File: src/rtl/mem_arbiter.sv
// Round-robin sharing of one byte-wide RAM port between ICache refill bursts and
// 1/2/4-byte data loads/stores; a granted transaction always runs to completion.
module mem_arbiter #(
    parameter int ADDR_W  = 17,
    parameter int I_BURST = 4
) (
    input  logic              clk,
    input  logic              rst,
    input  logic              ic_req,
    input  logic [ADDR_W-1:0] ic_addr,
    output logic              ic_valid,
    output logic [7:0]        ic_data,
    input  logic              dc_req,
    input  logic              dc_we,
    input  logic [1:0]        dc_size,
    input  logic [ADDR_W-1:0] dc_addr,
    input  logic [31:0]       dc_wdata,
    output logic              dc_done,
    output logic [31:0]       dc_rdata,
    input  logic [7:0]        mem_din,
    input  logic              mem_wait,
    output logic [7:0]        mem_dout,
    output logic [ADDR_W-1:0] mem_a,
    output logic              mem_wr,
    output logic [1:0]        dbg_state
);
    // Handshake: ic_req/dc_req are levels held until ic_valid of the last byte /
    // dc_done; one byte issues per cycle with mem_wait low, read data lands a cycle later.
    localparam int CW = (I_BURST > 4) ? $clog2(I_BURST + 1) : 3;

    typedef enum logic [1:0] {
        IDLE   = 2'd0,
        IREAD  = 2'd1,
        DREAD  = 2'd2,
        DWRITE = 2'd3
    } state_t;

    state_t            state, state_nx;
    logic              last_i;
    logic [CW-1:0]     iss_cnt, n_bytes;
    logic [ADDR_W-1:0] d_addr, d_cur_addr;
    logic [31:0]       d_wdata, rd_buf, rd_merged;
    logic              rd_pend, issue, dc_req_eff, grant_d;
    logic              i_fin, rd_fin, wr_fin;
    logic [1:0]        cap_idx;

    assign dbg_state = state;
    assign ic_data   = ic_valid ? mem_din : 8'h00;

    always_comb begin
        state_nx   = state;
        issue      = 1'b0;
        grant_d    = 1'b0;
        i_fin      = 1'b0;
        rd_fin     = 1'b0;
        wr_fin     = 1'b0;
        mem_a      = '0;
        mem_wr     = 1'b0;
        mem_dout   = 8'h00;
        // The requester is still dropping dc_req during its own done pulse.
        dc_req_eff = dc_req && !dc_done;
        // Byte captured this cycle was issued last cycle, i.e. index iss_cnt-1.
        cap_idx    = iss_cnt[1:0] - 2'd1;
        d_cur_addr = d_addr + ADDR_W'(iss_cnt);
        rd_merged  = rd_buf;
        rd_merged[{cap_idx, 3'b000} +: 8] = mem_din;
        case (state)
            IDLE: begin
                if (ic_req && (!dc_req_eff || !last_i)) begin
                    state_nx = IREAD;
                end else if (dc_req_eff) begin
                    grant_d  = 1'b1;
                    state_nx = dc_we ? DWRITE : DREAD;
                end
            end
            IREAD: begin
                if (iss_cnt < CW'(I_BURST)) begin
                    mem_a = ic_addr;
                    issue = !mem_wait;
                end
                if (ic_valid && iss_cnt == CW'(I_BURST)) begin
                    i_fin    = 1'b1;
                    state_nx = IDLE;
                end
            end
            DREAD: begin
                if (iss_cnt < n_bytes) begin
                    mem_a = d_cur_addr;
                    issue = !mem_wait;
                end
                if (rd_pend && iss_cnt == n_bytes) begin
                    rd_fin   = 1'b1;
                    state_nx = IDLE;
                end
            end
            DWRITE: begin
                if (iss_cnt < n_bytes) begin
                    mem_a    = d_cur_addr;
                    mem_dout = d_wdata[{iss_cnt[1:0], 3'b000} +: 8];
                    mem_wr   = !mem_wait;
                    issue    = !mem_wait;
                end
                if (issue && iss_cnt == n_bytes - CW'(1)) begin
                    wr_fin   = 1'b1;
                    state_nx = IDLE;
                end
            end
            default: state_nx = IDLE;
        endcase
    end

    always_ff @(posedge clk) begin
        if (rst) begin
            state    <= IDLE;
            last_i   <= 1'b0;
            iss_cnt  <= '0;
            n_bytes  <= '0;
            d_addr   <= '0;
            d_wdata  <= '0;
            rd_buf   <= '0;
            rd_pend  <= 1'b0;
            ic_valid <= 1'b0;
            dc_done  <= 1'b0;
            dc_rdata <= '0;
        end else begin
            state    <= state_nx;
            ic_valid <= issue && (state == IREAD);
            rd_pend  <= issue && (state == DREAD);
            dc_done  <= rd_fin || wr_fin;
            if (state == IDLE) begin
                iss_cnt <= '0;
            end else if (issue) begin
                iss_cnt <= iss_cnt + CW'(1);
            end
            if (grant_d) begin
                d_addr  <= dc_addr;
                d_wdata <= dc_wdata;
                rd_buf  <= '0;
                case (dc_size)
                    2'b00:   n_bytes <= CW'(1);
                    2'b01:   n_bytes <= CW'(2);
                    default: n_bytes <= CW'(4);
                endcase
            end else if (rd_pend) begin
                rd_buf <= rd_merged;
            end
            if (rd_fin) begin
                dc_rdata <= rd_merged;
            end
            if (i_fin) begin
                last_i <= 1'b1;
            end else if (rd_fin || wr_fin) begin
                last_i <= 1'b0;
            end
        end
    end
endmodule

File: config.mk
export PLATFORM = sky130hd
export DESIGN_NAME = mem_arbiter
export DESIGN_NICKNAME = d
export VERILOG_FILES = /design/src/rtl/mem_arbiter.sv
export SDC_FILE = /design/constraint.sdc
export NUM_CORES = 1
export LEC_CHECK = 0
export BUFFER_PORTS_ARGS = -buffer_cell sky130_fd_sc_hd__buf_4
export CORE_ASPECT_RATIO = 0.75
export CORE_MARGIN = 5
export CORE_UTILIZATION = 40
export CTS_CLUSTER_DIAMETER = 80
export DETAILED_ROUTE_END_ITERATION = 7
export GPL_TIMING_DRIVEN = 1
export PLACE_DENSITY = 0.62
export SLEW_MARGIN = 30
export SYNTH_ARGS = -nofsm -noshare
export SYNTH_HDL_FRONTEND = slang
export SYNTH_SLANG_ARGS = --single-unit
File: constraint.sdc
create_clock -name clk -period 4.7 [get_ports clk]
set_clock_uncertainty 0.15 [all_clocks]
set_input_delay 0.235 -clock clk [delete_from_list [all_inputs] [get_ports clk]]
set_output_delay 0.235 -clock clk [all_outputs]
set_load 0.02 [all_outputs]
==> flow_results.xml, run 1 <==
<?xml version="1.0" encoding="UTF-8"?>
<metrics>
  <group name="synthesis">
    <metric name="synthesis.nets" unit="">791</metric>
    <metric name="async_set_reset_flop_share_out_of_synthesis" unit="">0</metric>
    <metric name="postSynthCellCount" unit="">695</metric>
    <metric name="synthesis.area" unit="um2">5924</metric>
    <metric name="synth.yosys.seq_area_share" unit="">0.4224</metric>
    <metric name="synth_edf_count" unit="">0</metric>
    <metric name="ys_ff_latch" unit="">125</metric>
    <metric name="synth-main-ff-cell" unit="">sky130_fd_sc_hd__dfxtp_1</metric>
    <metric name="number_of_library_cell_types_mapped_by_synthesis" unit="">48</metric>
    <metric name="yosysWarnings" unit="">0</metric>
    <metric name="post_synth.cell_area_avg" unit="um2">8.524</metric>
  </group>
  <group name="hold_path">
    <metric name="hold_path.class" unit="">input port to flop</metric>
    <metric name="timing.hold.worst_endpoint" unit="">dc_rdata[1]</metric>
    <metric name="holdPathStages" unit="">3</metric>
    <metric name="holdCritStartpoint" unit="">mem_din[1]</metric>
  </group>
  <group name="floorplan">
    <metric name="starting_density_of_the_core" unit="">0.4085</metric>
    <metric name="die_width" unit="um">150.5</metric>
    <metric name="core" unit="um2">14500</metric>
    <metric name="floorplan.rows" unit="">38</metric>
    <metric name="die_height" unit="um">115.4</metric>
    <metric name="pin_count" unit="">152</metric>
    <metric name="die-area" unit="um2">17370</metric>
  </group>
  <group name="finish">
    <metric name="nFillCells" unit="">1290</metric>
    <metric name="leading_cell_type_in_the_layout_fill_and_taps_excluded" unit="">sky130_fd_sc_hd__buf_4</metric>
    <metric name="most-common-layout-cells" unit="">sky130_fd_sc_hd__buf_4 (156), sky130_fd_sc_hd__nand2_1 (126), sky130_fd_sc_hd__dfxtp_1 (123)</metric>
    <metric name="post_route_cells_drive_above_1_share" unit="">0.2514</metric>
    <metric name="num_antenna_cells" unit="">0</metric>
    <metric name="area.sequential" unit="um2">2505</metric>
    <metric name="final_nets" unit="">970</metric>
    <metric name="area.growth.synth_to_final" unit="%">39.18</metric>
    <metric name="multi_input_comb_area" unit="um2">3124</metric>
  </group>
  <group name="timing">
    <metric name="setup_tns" unit="ps">0</metric>
    <metric name="worst_slew_margin_rel" unit="">0.4144</metric>
    <metric name="setup_violations" unit="">0</metric>
    <metric name="final_hold_viol_count" unit="">0</metric>
    <metric name="timing.final.crit_period" unit="ps">3418</metric>
    <metric name="finalCritPeriodShare" unit="">0.7272</metric>
    <metric name="slew_at_the_pin_with_the_worst_max_slew_slack" unit="ps">878.4</metric>
    <metric name="grt_setup_unrepaired" unit="">false</metric>
    <metric name="final-max-slew-violation-count" unit="">0</metric>
    <metric name="hold_slack" unit="ps">119.7</metric>
    <metric name="achievable-frequency" unit="MHz">292.6</metric>
  </group>
  <group name="power">
    <metric name="ir_drop" unit="mV">0.2373</metric>
    <metric name="leakage" unit="nW">3.248</metric>
    <metric name="share_seq_of_total_power" unit="">0.395</metric>
    <metric name="p_comb_frac" unit="">0.125</metric>
    <metric name="clock_power_share" unit="">0.479</metric>
    <metric name="total_power" unit="mW">2.875</metric>
    <metric name="power_report.internal_total" unit="mW">2.176</metric>
    <metric name="p_sw_frac" unit="">0.2433</metric>
    <metric name="power_switching" unit="mW">0.6996</metric>
    <metric name="power-per-cell-area" unit="nW/um2">348.7</metric>
  </group>
  <group name="worst_setup_path">
    <metric name="worst-path-max-fanout" unit="">16</metric>
    <metric name="crit-reg2reg-capture" unit="">dc_rdata[16]</metric>
    <metric name="worst_ep_required_time" unit="ps">4320</metric>
    <metric name="startpoint" unit="">iss_cnt[1]</metric>
    <metric name="critical_path.endpoint_type" unit="">primary output</metric>
    <metric name="regToRegSetupSlack" unit="ps">1910</metric>
    <metric name="worst-setup-path-type" unit="">flop to primary output</metric>
    <metric name="worst_setup_path_start_kind" unit="">flop</metric>
    <metric name="r2r-start" unit="">iss_cnt[1]</metric>
    <metric name="worst_r2r_path_cells" unit="">5</metric>
    <metric name="crit_arrival" unit="ps">3030</metric>
  </group>
  <group name="clock_tree">
    <metric name="cts_setup_buffers" unit="">0</metric>
    <metric name="cts_repair_resize_count" unit="">0</metric>
    <metric name="clk_root_buffer_cell" unit="">sky130_fd_sc_hd__clkbuf_16</metric>
    <metric name="ctsHtreeMaxLevel" unit="">4</metric>
    <metric name="post_cts_hold_buffer_count" unit="">54</metric>
    <metric name="numCtsBuffers" unit="">17</metric>
    <metric name="max-clock-path-buffers" unit="">2</metric>
    <metric name="clk_pin_slew" unit="ps">50</metric>
    <metric name="clk_sinks" unit="">125</metric>
    <metric name="worst_skew_pair.late_latency" unit="ps">410</metric>
    <metric name="cts_tree" unit="">yes</metric>
  </group>
  <group name="place">
    <metric name="place.detailed.hpwl" unit="mm">11.47</metric>
    <metric name="io_buffer_count" unit="">151</metric>
    <metric name="weighted_congestion_reported_at_the_end_of_routability_driven_placement" unit="">0.8545</metric>
  </group>
  <group name="global_routing">
    <metric name="grt.overflow.total" unit="">0</metric>
    <metric name="grt_antenna_before_repair" unit="">0</metric>
    <metric name="grt_first_pass_wirelength" unit="mm">26.65</metric>
    <metric name="first_global_vias" unit="">5334</metric>
    <metric name="groute.usage.overall" unit="">0.1893</metric>
    <metric name="grt_max_degree" unit="">66</metric>
  </group>
  <group name="drt">
    <metric name="highest-signal-layer" unit="">met4</metric>
    <metric name="route.met3.wl" unit="um">874</metric>
    <metric name="routed_wirelength" unit="mm">16.62</metric>
    <metric name="total_length_of_routed_met2_wires" unit="mm">8.012</metric>
    <metric name="drc" unit="">0</metric>
    <metric name="avgViaCountPerCell" unit="">5.014</metric>
    <metric name="detail_route.wl_per_cell" unit="um">15.29</metric>
    <metric name="detailed_routing_iterations_pass_1" unit="">5</metric>
    <metric name="drt_first_iter_violations" unit="">387</metric>
    <metric name="wl_met1" unit="mm">7.613</metric>
    <metric name="antenna_nets_post_route" unit="">0</metric>
    <metric name="num_vias" unit="">5450</metric>
  </group>
  <group name="outcome">
    <metric name="status" unit="">complete, no violations</metric>
  </group>
  <group name="flow_run">
    <metric name="timing.max_cap.violations" unit="">0</metric>
  </group>
</metrics>
[synth_stat cells, types with 2 or more instances]
cell | instances | area [um2]
sky130_fd_sc_hd__nand2_1 | 126 | 473.0
sky130_fd_sc_hd__dfxtp_1 | 125 | 2502
sky130_fd_sc_hd__a21oi_1 | 88 | 440.4
sky130_fd_sc_hd__nor2_1 | 74 | 277.8
sky130_fd_sc_hd__a211oi_1 | 43 | 322.8
sky130_fd_sc_hd__nor2b_1 | 34 | 212.7
sky130_fd_sc_hd__clkbuf_1 | 25 | 93.84
sky130_fd_sc_hd__a211oi_2 | 22 | 275.3
sky130_fd_sc_hd__buf_2 | 17 | 85.08
sky130_fd_sc_hd__o21ai_0 | 16 | 80.08
sky130_fd_sc_hd__ha_1 | 13 | 162.7
sky130_fd_sc_hd__xor2_1 | 13 | 113.9
sky130_fd_sc_hd__and3_1 | 12 | 75.07
sky130_fd_sc_hd__and2_1 | 11 | 68.82
sky130_fd_sc_hd__inv_1 | 8 | 30.03
sky130_fd_sc_hd__xnor2_1 | 6 | 52.55
sky130_fd_sc_hd__mux4_1 | 5 | 131.4
sky130_fd_sc_hd__nand3_1 | 5 | 25.02
sky130_fd_sc_hd__nand2b_1 | 4 | 25.02
sky130_fd_sc_hd__and4_1 | 3 | 26.28
sky130_fd_sc_hd__buf_4 | 3 | 22.52
sky130_fd_sc_hd__buf_8 | 3 | 45.04
sky130_fd_sc_hd__mux4_2 | 3 | 67.56
sky130_fd_sc_hd__nand3b_1 | 3 | 22.52
sky130_fd_sc_hd__nand4_1 | 3 | 18.77
sky130_fd_sc_hd__nor3_1 | 3 | 15.01
sky130_fd_sc_hd__o21ai_1 | 3 | 15.01
sky130_fd_sc_hd__o32ai_1 | 3 | 26.28
sky130_fd_sc_hd__buf_6 | 2 | 22.52
[sequential cells by signal (all words and copies together) (netlist names)]
| name | count |
|---|---|
| rd_buf | 32 |
| dc_rdata | 32 |
| n_bytes | 3 |
| ic_valid | 1 |
| iss_cnt | 3 |
| d_addr | 17 |
| last_i | 1 |
| rd_pend | 1 |
| dc_done | 1 |
| dbg_state | 2 |
| d_wdata | 32 |
[routing by layer]
layer,global-route usage,vias to the layer above
met3,0.03940,12
met1,0.2553,2550
met4,0.04753,0
li1,-,2758
met5,0,-
met2,0.3123,130
[worst max-delay path: stages, from the launching register on]
cell	delay, ps
sky130_fd_sc_hd__dfxtp_1	770
sky130_fd_sc_hd__inv_1	270
sky130_fd_sc_hd__fa_1	510
sky130_fd_sc_hd__nor2b_1	160
sky130_fd_sc_hd__o211a_1	280
sky130_fd_sc_hd__nand3_1	140
sky130_fd_sc_hd__xor2_1	160
sky130_fd_sc_hd__o21ai_0	160
sky130_fd_sc_hd__buf_4	180
[how the worst max path moves through the flow]
stage                 to  slack (ps)  cells past startpoint
6_report       mem_a[10]        1280                      8
5_1_grt         mem_a[6]        1040                      8
4_1_cts         mem_a[0]        1000                      7
3_5_place_dp    mem_a[0]        1430                      7
3_3_place_gp    mem_a[0]        1500                      7
2_1_floorplan   mem_a[8]        1860                      8
[power by group through the flow]
stage	clock [mW]	combinational (mW)	sequential, mW
after CTS	1.40	0.362	1.14
after global routing	1.44	0.395	1.14
after global placement	0	0.318	1.15
after floorplan	0	0.205	1.14
after detailed placement	0	0.323	1.16
final	1.38	0.360	1.14
[stage by stage]
step	setup WS [ps]	instance area [um2]	cells	util
finish	1282	8245	1087	0.5686
global route	1040	8245	1087	0.5686
CTS	998.4	8244	1087	0.5685
detailed placement	1428	7079	1001	0.4882
global placement	1502	7079	1001	0.4882
floorplan	1857	5924	695	-
[cell families (layout without fill, tap and decap cells)]
kind of cell    after synthesis  count (layout)  share of synthesized area
compound gates              181             181                     0.2040
xor+xnor                     19              19                    0.02809
fa+ha+maj                    14              14                    0.03084
buf+inv                      58             250                    0.05047
flops                       125             125                     0.4224
mux                           9               9                    0.03527
simple gates                289             289                     0.2289
[cell type report]
class	instances	share of cell area
Clock inverter	12	0.02033
Multi-Input combinational cell	512	0.3789
Inverter	8	0.003642
Clock buffer	20	0.05539
Tap cell	200	0.03035
Timing Repair Buffer	210	0.2076
Sequential cell	125	0.3038
(Power assumes the default switching activity.)
==> run 2, diff against run 1 <==
--- a/config.mk
+++ b/config.mk
@@ -5,6 +5,7 @@
 export SDC_FILE = /design/constraint.sdc
 export NUM_CORES = 1
 export LEC_CHECK = 0
+export ABC_AREA = 1
 export BUFFER_PORTS_ARGS = -buffer_cell sky130_fd_sc_hd__buf_4
 export CORE_ASPECT_RATIO = 0.75
 export CORE_MARGIN = 5
==> constraint.sdc (replaced) <==
create_clock -name clk -period 3.35 [get_ports clk]
set_clock_uncertainty 0.15 [all_clocks]
set_input_delay 0.1675 -clock clk [delete_from_list [all_inputs] [get_ports clk]]
set_output_delay 0.1675 -clock clk [all_outputs]
set_load 0.02 [all_outputs]
==> run 2 against run 1 <==
Effect of this change: register-to-register slack got worse by 1000 ps; first-iteration DRC count decreased by 2.1%; final area increased by 0.90%; setup slack got worse by 970 ps; critical path depth increased by 2; area after synthesis increased by 0.23%; final cell count increased by 18%; worst hold slack got worse by 66 ps; via count increased by 12%; die area increased by 0.22%; clock-buffer cell count decreased by 1.
==> flow_results.xml, run 2 <==
<?xml version="1.0" encoding="UTF-8"?>
<metrics>
  <group name="worst_setup_path">
    <metric name="crit-reg2reg-capture" unit="">iss_cnt[1]</metric>
    <metric name="worst_path_max_delay_cell" unit="">sky130_fd_sc_hd__fa_1</metric>
    <metric name="worst_setup_path_start_kind" unit="">flop</metric>
    <metric name="crit_arrival" unit="ps">2720</metric>
    <metric name="worst_r2r_path_cells" unit="">11</metric>
    <metric name="critical_path.top_delay_family" unit="">buffers and inverters</metric>
    <metric name="crit_path_cells" unit="">clkinv_1, fa_1, inv_1, nand2_1, nand2_1, nand3_1, inv_1, a21oi_1, o21ai_0, buf_4</metric>
    <metric name="worst-setup-path-type" unit="">flop to primary output</metric>
    <metric name="critical_path_buf_inv_count" unit="">4</metric>
    <metric name="r2r-start" unit="">iss_cnt[1]</metric>
    <metric name="worst_ep_required_time" unit="ps">3030</metric>
    <metric name="regToRegSetupSlack" unit="ps">910</metric>
    <metric name="critical-path-max-stage-delay" unit="ps">540</metric>
    <metric name="worst-path-max-fanout" unit="">12</metric>
    <metric name="critical_path.endpoint_type" unit="">primary output</metric>
  </group>
  <group name="timing">
    <metric name="setup_tns" unit="ps">0</metric>
    <metric name="slew_at_the_pin_with_the_worst_max_slew_slack" unit="ps">733.5</metric>
    <metric name="setup_violations" unit="">0</metric>
    <metric name="achievable-frequency" unit="MHz">329.0</metric>
    <metric name="final-max-slew-violation-count" unit="">0</metric>
    <metric name="worst_slew_margin_rel" unit="">0.5105</metric>
    <metric name="grt_setup_unrepaired" unit="">false</metric>
    <metric name="finalCritPeriodShare" unit="">0.9073</metric>
    <metric name="timing.final.crit_period" unit="ps">3039</metric>
    <metric name="final_hold_viol_count" unit="">0</metric>
    <metric name="hold_slack" unit="ps">54.00</metric>
  </group>
  <group name="floorplan">
    <metric name="die_height" unit="um">115.5</metric>
    <metric name="floorplan.rows" unit="">38</metric>
    <metric name="starting_density_of_the_core" unit="">0.4095</metric>
    <metric name="core" unit="um2">14500</metric>
    <metric name="die-area" unit="um2">17410</metric>
    <metric name="pin_count" unit="">152</metric>
    <metric name="die_width" unit="um">150.7</metric>
  </group>
  <group name="global_routing">
    <metric name="grt_max_degree" unit="">84</metric>
    <metric name="first_global_vias" unit="">5640</metric>
    <metric name="groute.usage.overall" unit="">0.1993</metric>
    <metric name="grt_antenna_before_repair" unit="">0</metric>
    <metric name="grt.overflow.total" unit="">0</metric>
    <metric name="grt_first_pass_wirelength" unit="mm">27.98</metric>
  </group>
  <group name="flow_run">
    <metric name="timing.max_cap.violations" unit="">0</metric>
  </group>
  <group name="hold_path">
    <metric name="holdPathStages" unit="">5</metric>
    <metric name="hold_path.class" unit="">input port to flop</metric>
    <metric name="timing.hold.worst_endpoint" unit="">rd_buf[20]</metric>
    <metric name="holdCritStartpoint" unit="">mem_din[4]</metric>
  </group>
  <group name="clock_tree">
    <metric name="cts_tree" unit="">yes</metric>
    <metric name="worst_skew_pair.late_latency" unit="ps">410</metric>
    <metric name="clk_pin_slew" unit="ps">60</metric>
    <metric name="clk_root_buffer_cell" unit="">sky130_fd_sc_hd__clkbuf_16</metric>
    <metric name="cts_repair_resize_count" unit="">0</metric>
    <metric name="clk_sinks" unit="">125</metric>
    <metric name="ctsHtreeMaxLevel" unit="">4</metric>
    <metric name="numCtsBuffers" unit="">17</metric>
    <metric name="max-clock-path-buffers" unit="">2</metric>
    <metric name="cts_setup_buffers" unit="">0</metric>
  </group>
  <group name="synthesis">
    <metric name="yosysWarnings" unit="">0</metric>
    <metric name="dominant_cell_by_count_in_the_synthesized_netlist" unit="">sky130_fd_sc_hd__nor2_1</metric>
    <metric name="synth_edf_count" unit="">0</metric>
    <metric name="synth.yosys.seq_area_share" unit="">0.4214</metric>
    <metric name="synthesis.nets" unit="">981</metric>
    <metric name="synth-main-ff-cell" unit="">sky130_fd_sc_hd__dfxtp_1</metric>
    <metric name="synth_top_area_frac" unit="">0.4214</metric>
    <metric name="number_of_library_cell_types_mapped_by_synthesis" unit="">33</metric>
    <metric name="yosysTopAreaCell" unit="">sky130_fd_sc_hd__dfxtp_1</metric>
    <metric name="synth.area.top_cells" unit="">sky130_fd_sc_hd__dfxtp_1 (42%), sky130_fd_sc_hd__nor2_1 (13%), sky130_fd_sc_hd__nand2_1 (9.7%)</metric>
    <metric name="async_set_reset_flop_share_out_of_synthesis" unit="">0</metric>
    <metric name="synthesis.area" unit="um2">5938</metric>
    <metric name="ys_ff_latch" unit="">125</metric>
    <metric name="synth_top_cells_by_count" unit="">sky130_fd_sc_hd__nor2_1 (200), sky130_fd_sc_hd__nand2_1 (154), sky130_fd_sc_hd__dfxtp_1 (125)</metric>
    <metric name="postSynthCellCount" unit="">885</metric>
    <metric name="post_synth.cell_area_avg" unit="um2">6.710</metric>
  </group>
  <group name="power">
    <metric name="power_switching" unit="mW">1.141</metric>
    <metric name="leakage" unit="nW">3.624</metric>
    <metric name="clock_power_share" unit="">0.443</metric>
    <metric name="p_comb_frac" unit="">0.163</metric>
    <metric name="total_power" unit="mW">4.102</metric>
    <metric name="power-per-cell-area" unit="nW/um2">493.1</metric>
    <metric name="power_report.internal_total" unit="mW">2.961</metric>
    <metric name="ir_drop" unit="mV">0.3334</metric>
    <metric name="p_sw_frac" unit="">0.2782</metric>
    <metric name="share_seq_of_total_power" unit="">0.394</metric>
  </group>
  <group name="finish">
    <metric name="leading_cell_type_in_the_layout_fill_and_taps_excluded" unit="">sky130_fd_sc_hd__nor2_1</metric>
    <metric name="final_nets" unit="">1167</metric>
    <metric name="area.sequential" unit="um2">2502</metric>
    <metric name="post_route_cells_drive_above_1_share" unit="">0.1863</metric>
    <metric name="nFillCells" unit="">1411</metric>
    <metric name="area.growth.synth_to_final" unit="%">40.10</metric>
    <metric name="most-common-layout-cells" unit="">sky130_fd_sc_hd__nor2_1 (200), sky130_fd_sc_hd__buf_4 (160), sky130_fd_sc_hd__nand2_1 (154)</metric>
    <metric name="multi_input_comb_area" unit="um2">2882</metric>
    <metric name="largest_regs" unit="">d_wdata x32, dc_rdata x32, rd_buf x32</metric>
    <metric name="num_antenna_cells" unit="">0</metric>
  </group>
  <group name="drt">
    <metric name="detail_route.wl_per_cell" unit="um">13.74</metric>
    <metric name="drc" unit="">0</metric>
    <metric name="avgViaCountPerCell" unit="">4.765</metric>
    <metric name="drt_first_iter_violations" unit="">379</metric>
    <metric name="antenna_nets_post_route" unit="">0</metric>
    <metric name="routed_wirelength" unit="mm">17.65</metric>
    <metric name="detailed_routing_iterations_pass_1" unit="">5</metric>
    <metric name="num_vias" unit="">6118</metric>
  </group>
  <group name="place">
    <metric name="io_buffer_count" unit="">151</metric>
    <metric name="place.detailed.hpwl" unit="mm">12.15</metric>
    <metric name="weighted_congestion_reported_at_the_end_of_routability_driven_placement" unit="">0.8327</metric>
  </group>
  <group name="outcome">
    <metric name="status" unit="">complete, no violations</metric>
  </group>
</metrics>
-- run 2: worst max path at each step --
stage / start / to / slack (ps) / depth (start not counted)
4_1_cts: iss_cnt[1] / mem_a[14] / 290 / 10
3_5_place_dp: iss_cnt[1] / mem_a[14] / 740 / 10
3_3_place_gp: iss_cnt[1] / mem_a[10] / 780 / 10
5_1_grt: iss_cnt[1] / mem_a[14] / 90 / 10
6_report: iss_cnt[1] / mem_a[14] / 310 / 10
2_1_floorplan: iss_cnt[1] / mem_a[14] / 670 / 10
-- run 2: power groups by stage --
stage	sequential [mW]	clock (mW)	combinational, mW
finish	1.61	1.82	0.669
CTS	1.61	1.84	0.671
global route	1.62	1.91	0.744
floorplan	1.64	0	0.382
global placement	1.65	0	0.615
detailed placement	1.65	0	0.618
-- run 2: metal layers --
layer | routed length (um) | share of wire | track usage
met5 | 0 | 0 | 0
met1 | 8843 | 0.50 | 0.2899
met4 | 216 | 0.012 | 0.05978
met2 | 7629 | 0.43 | 0.3019
met3 | 959 | 0.054 | 0.03714
-- run 2: repair_timing --
action | CTS | global route
setup endpoints to repair | 0 | 0
hold endpoints to repair | 57 | 0
hold buffers | 54 | 0
-- run 2: layout make-up --
| cell class | count | share of cell area |
|---|---|---|
| multi-input cells | 621 | 0.3464 |
| flip-flops and latches | 125 | 0.3008 |
| repair buffers | 215 | 0.2118 |
| clock buffers | 19 | 0.05324 |
| inverters | 91 | 0.04106 |
| well taps | 200 | 0.03008 |
| clock inverters | 13 | 0.01669 |
-- run 2: cells by family (layout without fill, tap and decap cells) --
family,after synthesis,after routing,synth area share
AOI/OAI and AO/OA,214,214,0.1907
xor gates and xnor gates,2,2,0.002950
adders and majority gates,14,14,0.03076
buffers and inverters,139,338,0.09334
DFF,125,125,0.4214
and+or+nand+nor,391,391,0.2609
-- run 2: through the flow --
stage | worst slack [ps] | cell area [um2] | utilization | instances
2_1_floorplan | 670.1 | 5938 | - | 885
3_3_place_gp | 777.6 | 7197 | 0.4963 | 1198
3_5_place_dp | 738.7 | 7197 | 0.4963 | 1198
4_1_cts | 288.7 | 8319 | 0.5737 | 1284
5_1_grt | 87.42 | 8319 | 0.5737 | 1284
6_report | 310.7 | 8319 | 0.5737 | 1284
-- run 2: worst reg2reg max path, delay by kind of cell, from the launching register on --
kind                       cells  cell delay (ps)
DFF                            1              390
adders and majority gates      1              260
and+or+nand+nor                7              920
buffers and inverters          3              600
==> run 3, diff against run 2 <==
--- a/config.mk
+++ b/config.mk
@@ -6,14 +6,15 @@
 export NUM_CORES = 1
 export LEC_CHECK = 0
 export ABC_AREA = 1
-export BUFFER_PORTS_ARGS = -buffer_cell sky130_fd_sc_hd__buf_4
 export CORE_ASPECT_RATIO = 0.75
 export CORE_MARGIN = 5
-export CORE_UTILIZATION = 40
+export CORE_UTILIZATION = 45
 export CTS_CLUSTER_DIAMETER = 80
 export DETAILED_ROUTE_END_ITERATION = 7
+export DONT_BUFFER_PORTS = 1
 export GPL_TIMING_DRIVEN = 1
-export PLACE_DENSITY = 0.62
+export MAX_ROUTING_LAYER = met4
+export PLACE_DENSITY = 0.59
 export SLEW_MARGIN = 30
 export SYNTH_ARGS = -nofsm -noshare
 export SYNTH_HDL_FRONTEND = slang
==> run 3 against run 2 <==
Effect of this change: wire length is 1.6% lower; clock power is 8% higher; non-clock buffer count is 121 lower; final cell count is 12% lower; maximum frequency is 7.7% higher; core utilization hardly changed; critical path depth is 1 lower; die area is 10% lower; critical endpoint is now mem_dout[4].
==> flow_results.xml, run 3 (same netlist as run 2, synthesis figures left out) <==
<?xml version="1.0" encoding="UTF-8"?>
<metrics>
  <group name="place">
    <metric name="dp_cells" unit="">1037</metric>
    <metric name="place.detailed.hpwl" unit="mm">11.94</metric>
    <metric name="io_buffer_count" unit="">0</metric>
    <metric name="post_dp_cell_area" unit="um2">6157</metric>
    <metric name="weighted_congestion_reported_at_the_end_of_routability_driven_placement" unit="">0.8873</metric>
  </group>
  <group name="drt">
    <metric name="detail_route.wl_per_cell" unit="um">15.32</metric>
    <metric name="drc" unit="">0</metric>
    <metric name="num_vias" unit="">5883</metric>
    <metric name="antenna_nets_post_route" unit="">0</metric>
    <metric name="drt_first_iter_violations" unit="">425</metric>
    <metric name="detailed_routing_iterations_pass_1" unit="">5</metric>
    <metric name="avgViaCountPerCell" unit="">5.188</metric>
    <metric name="routed_wirelength" unit="mm">17.37</metric>
  </group>
  <group name="worst_setup_path">
    <metric name="regToRegSetupSlack" unit="ps">670</metric>
    <metric name="crit_path_cells" unit="">clkinv_1, ha_1, nand3b_1, nand2_1, nor2_1, buf_4, nand2_1, a21oi_1, buf_4</metric>
    <metric name="worst_setup_path_start_kind" unit="">flop</metric>
    <metric name="crit-reg2reg-capture" unit="">dbg_state[0]</metric>
    <metric name="crit_arrival" unit="ps">2500</metric>
    <metric name="worst_r2r_path_cells" unit="">9</metric>
    <metric name="worst-setup-path-type" unit="">flop to primary output</metric>
    <metric name="worst-path-max-fanout" unit="">16</metric>
    <metric name="worst_ep_required_time" unit="ps">3030</metric>
    <metric name="critical-path-max-stage-delay" unit="ps">420</metric>
    <metric name="worst_path_max_delay_cell" unit="">sky130_fd_sc_hd__dfxtp_1</metric>
    <metric name="r2r-start" unit="">iss_cnt[0]</metric>
    <metric name="critical_path.endpoint_type" unit="">primary output</metric>
  </group>
  <group name="floorplan">
    <metric name="pin_count" unit="">152</metric>
    <metric name="core" unit="um2">12970</metric>
    <metric name="floorplan.rows" unit="">36</metric>
    <metric name="die-area" unit="um2">15620</metric>
    <metric name="starting_density_of_the_core" unit="">0.4578</metric>
    <metric name="die_height" unit="um">109.5</metric>
    <metric name="die_width" unit="um">142.6</metric>
  </group>
  <group name="clock_tree">
    <metric name="clk_sinks" unit="">125</metric>
    <metric name="post_cts_hold_buffer_count" unit="">65</metric>
    <metric name="cts_setup_buffers" unit="">0</metric>
    <metric name="numCtsBuffers" unit="">17</metric>
    <metric name="clk_pin_slew" unit="ps">60</metric>
    <metric name="worst_skew_pair.late_latency" unit="ps">410</metric>
    <metric name="cts_repair_resize_count" unit="">0</metric>
    <metric name="ctsHtreeMaxLevel" unit="">4</metric>
    <metric name="max-clock-path-buffers" unit="">2</metric>
    <metric name="cts_tree" unit="">yes</metric>
    <metric name="clk_root_buffer_cell" unit="">sky130_fd_sc_hd__clkbuf_16</metric>
  </group>
  <group name="outcome">
    <metric name="status" unit="">complete, no violations</metric>
  </group>
  <group name="finish">
    <metric name="layout.cells.non_filler" unit="">1134</metric>
    <metric name="nFillCells" unit="">1211</metric>
    <metric name="num_antenna_cells" unit="">0</metric>
    <metric name="final_nets" unit="">1046</metric>
    <metric name="area.sequential" unit="um2">2502</metric>
    <metric name="finish.utilization" unit="">0.5733</metric>
    <metric name="area.growth.synth_to_final" unit="%">25.24</metric>
    <metric name="leading_cell_type_in_the_layout_fill_and_taps_excluded" unit="">sky130_fd_sc_hd__nor2_1</metric>
    <metric name="post-route-cell-area" unit="um2">7437</metric>
    <metric name="largest_regs" unit="">d_wdata x32, dc_rdata x32, rd_buf x32</metric>
    <metric name="multi_input_comb_area" unit="um2">2882</metric>
    <metric name="most-common-layout-cells" unit="">sky130_fd_sc_hd__nor2_1 (200), sky130_fd_sc_hd__nand2_1 (154), sky130_fd_sc_hd__dfxtp_1 (125)</metric>
    <metric name="post_route_cells_drive_above_1_share" unit="">0.07165</metric>
  </group>
  <group name="global_routing">
    <metric name="grt_first_pass_wirelength" unit="mm">27.75</metric>
    <metric name="grt_max_degree" unit="">61</metric>
    <metric name="first_global_vias" unit="">5627</metric>
    <metric name="grt_antenna_before_repair" unit="">0</metric>
    <metric name="grt.overflow.total" unit="">0</metric>
    <metric name="groute.usage.overall" unit="">0.2294</metric>
  </group>
  <group name="timing">
    <metric name="slew_at_the_pin_with_the_worst_max_slew_slack" unit="ps">842.5</metric>
    <metric name="final_hold_viol_count" unit="">0</metric>
    <metric name="final-max-slew-violation-count" unit="">0</metric>
    <metric name="worst_slew_margin_rel" unit="">0.4375</metric>
    <metric name="hold_slack" unit="ps">90.76</metric>
    <metric name="setup_violations" unit="">0</metric>
    <metric name="finalCritPeriodShare" unit="">0.8423</metric>
    <metric name="timing.final.crit_period" unit="ps">2822</metric>
    <metric name="grt_setup_unrepaired" unit="">false</metric>
    <metric name="setup_tns" unit="ps">0</metric>
    <metric name="achievable-frequency" unit="MHz">354.4</metric>
  </group>
  <group name="flow_run">
    <metric name="timing.max_cap.violations" unit="">0</metric>
  </group>
  <group name="power">
    <metric name="power-per-cell-area" unit="nW/um2">559.1</metric>
    <metric name="power_switching" unit="mW">1.111</metric>
    <metric name="power_report.internal_total" unit="mW">3.047</metric>
    <metric name="clock_power_share" unit="">0.471</metric>
    <metric name="p_sw_frac" unit="">0.2672</metric>
    <metric name="p_comb_frac" unit="">0.138</metric>
    <metric name="share_seq_of_total_power" unit="">0.391</metric>
    <metric name="leakage" unit="nW">3.014</metric>
    <metric name="ir_drop" unit="mV">0.3783</metric>
  </group>
  <group name="hold_path">
    <metric name="holdCritStartpoint" unit="">dc_req</metric>
    <metric name="holdPathStages" unit="">3</metric>
    <metric name="hold_path.class" unit="">input port to flop</metric>
    <metric name="timing.hold.worst_endpoint" unit="">d_wdata[8]</metric>
  </group>
</metrics>
-- run 3: through the flow --
stage          total power [mW]  setup WS, ps
2_1_floorplan             2.019         670.1
3_3_place_gp              2.139         877.6
3_5_place_dp              2.150         696.6
4_1_cts                   4.184         524.1
5_1_grt                   4.337         329.7
6_report                  4.158         528.2
-- run 3: layout make-up --
| cell class | count | share of cell area |
|---|---|---|
| Multi-Input combinational cell | 621 | 0.3874 |
| Sequential cell | 125 | 0.3365 |
| Timing Repair Buffer | 94 | 0.1168 |
| Clock buffer | 20 | 0.06006 |
| Inverter | 91 | 0.04593 |
| Tap cell | 171 | 0.02877 |
| Clock inverter | 12 | 0.02456 |
-- run 3: worst max-delay path by stage --
stage          slack (ps)  depth (start not counted)           end       start
5_1_grt               330                          9   mem_dout[6]  iss_cnt[0]
2_1_floorplan         670                         10     mem_a[14]  iss_cnt[1]
6_report              530                          9   mem_dout[4]  iss_cnt[0]
3_5_place_dp          700                          9   dc_rdata[0]  iss_cnt[0]
4_1_cts               520                          9   mem_dout[5]  iss_cnt[0]
3_3_place_gp          880                          9  dc_rdata[18]  iss_cnt[0]
-- run 3: power by group through the flow --
| stage | Clock (mW) | Sequential [mW] | Combinational, mW |
|---|---|---|---|
| floorplan | 0 | 1.64 | 0.382 |
| global placement | 0 | 1.65 | 0.485 |
| detailed placement | 0 | 1.65 | 0.495 |
| CTS | 1.99 | 1.62 | 0.568 |
| global route | 2.06 | 1.63 | 0.643 |
| finish | 1.96 | 1.62 | 0.573 |
-- run 3: critical path: cells and delay by family (launching register included) --
kind                     cells  cell delay, ps
flip-flops                   1             420
adder cells (fa/ha/maj)      1             320
AND/OR/NAND/NOR              4             540
buffers and inverters        3             720
AO/OA/AOI/OAI                1              90
-- run 3: per-layer routing --
| layer | global-route usage | vias up | routed length [um] |
|---|---|---|---|
| met2 | 0.3572 | 188 | 7835 |
| met5 | - | - | 0 |
| met1 | 0.2918 | 2701 | 8181 |
| met3 | 0.07174 | 17 | 1167 |
| li1 | - | 2977 | - |
| met4 | 0.05970 | 0 | 186 |
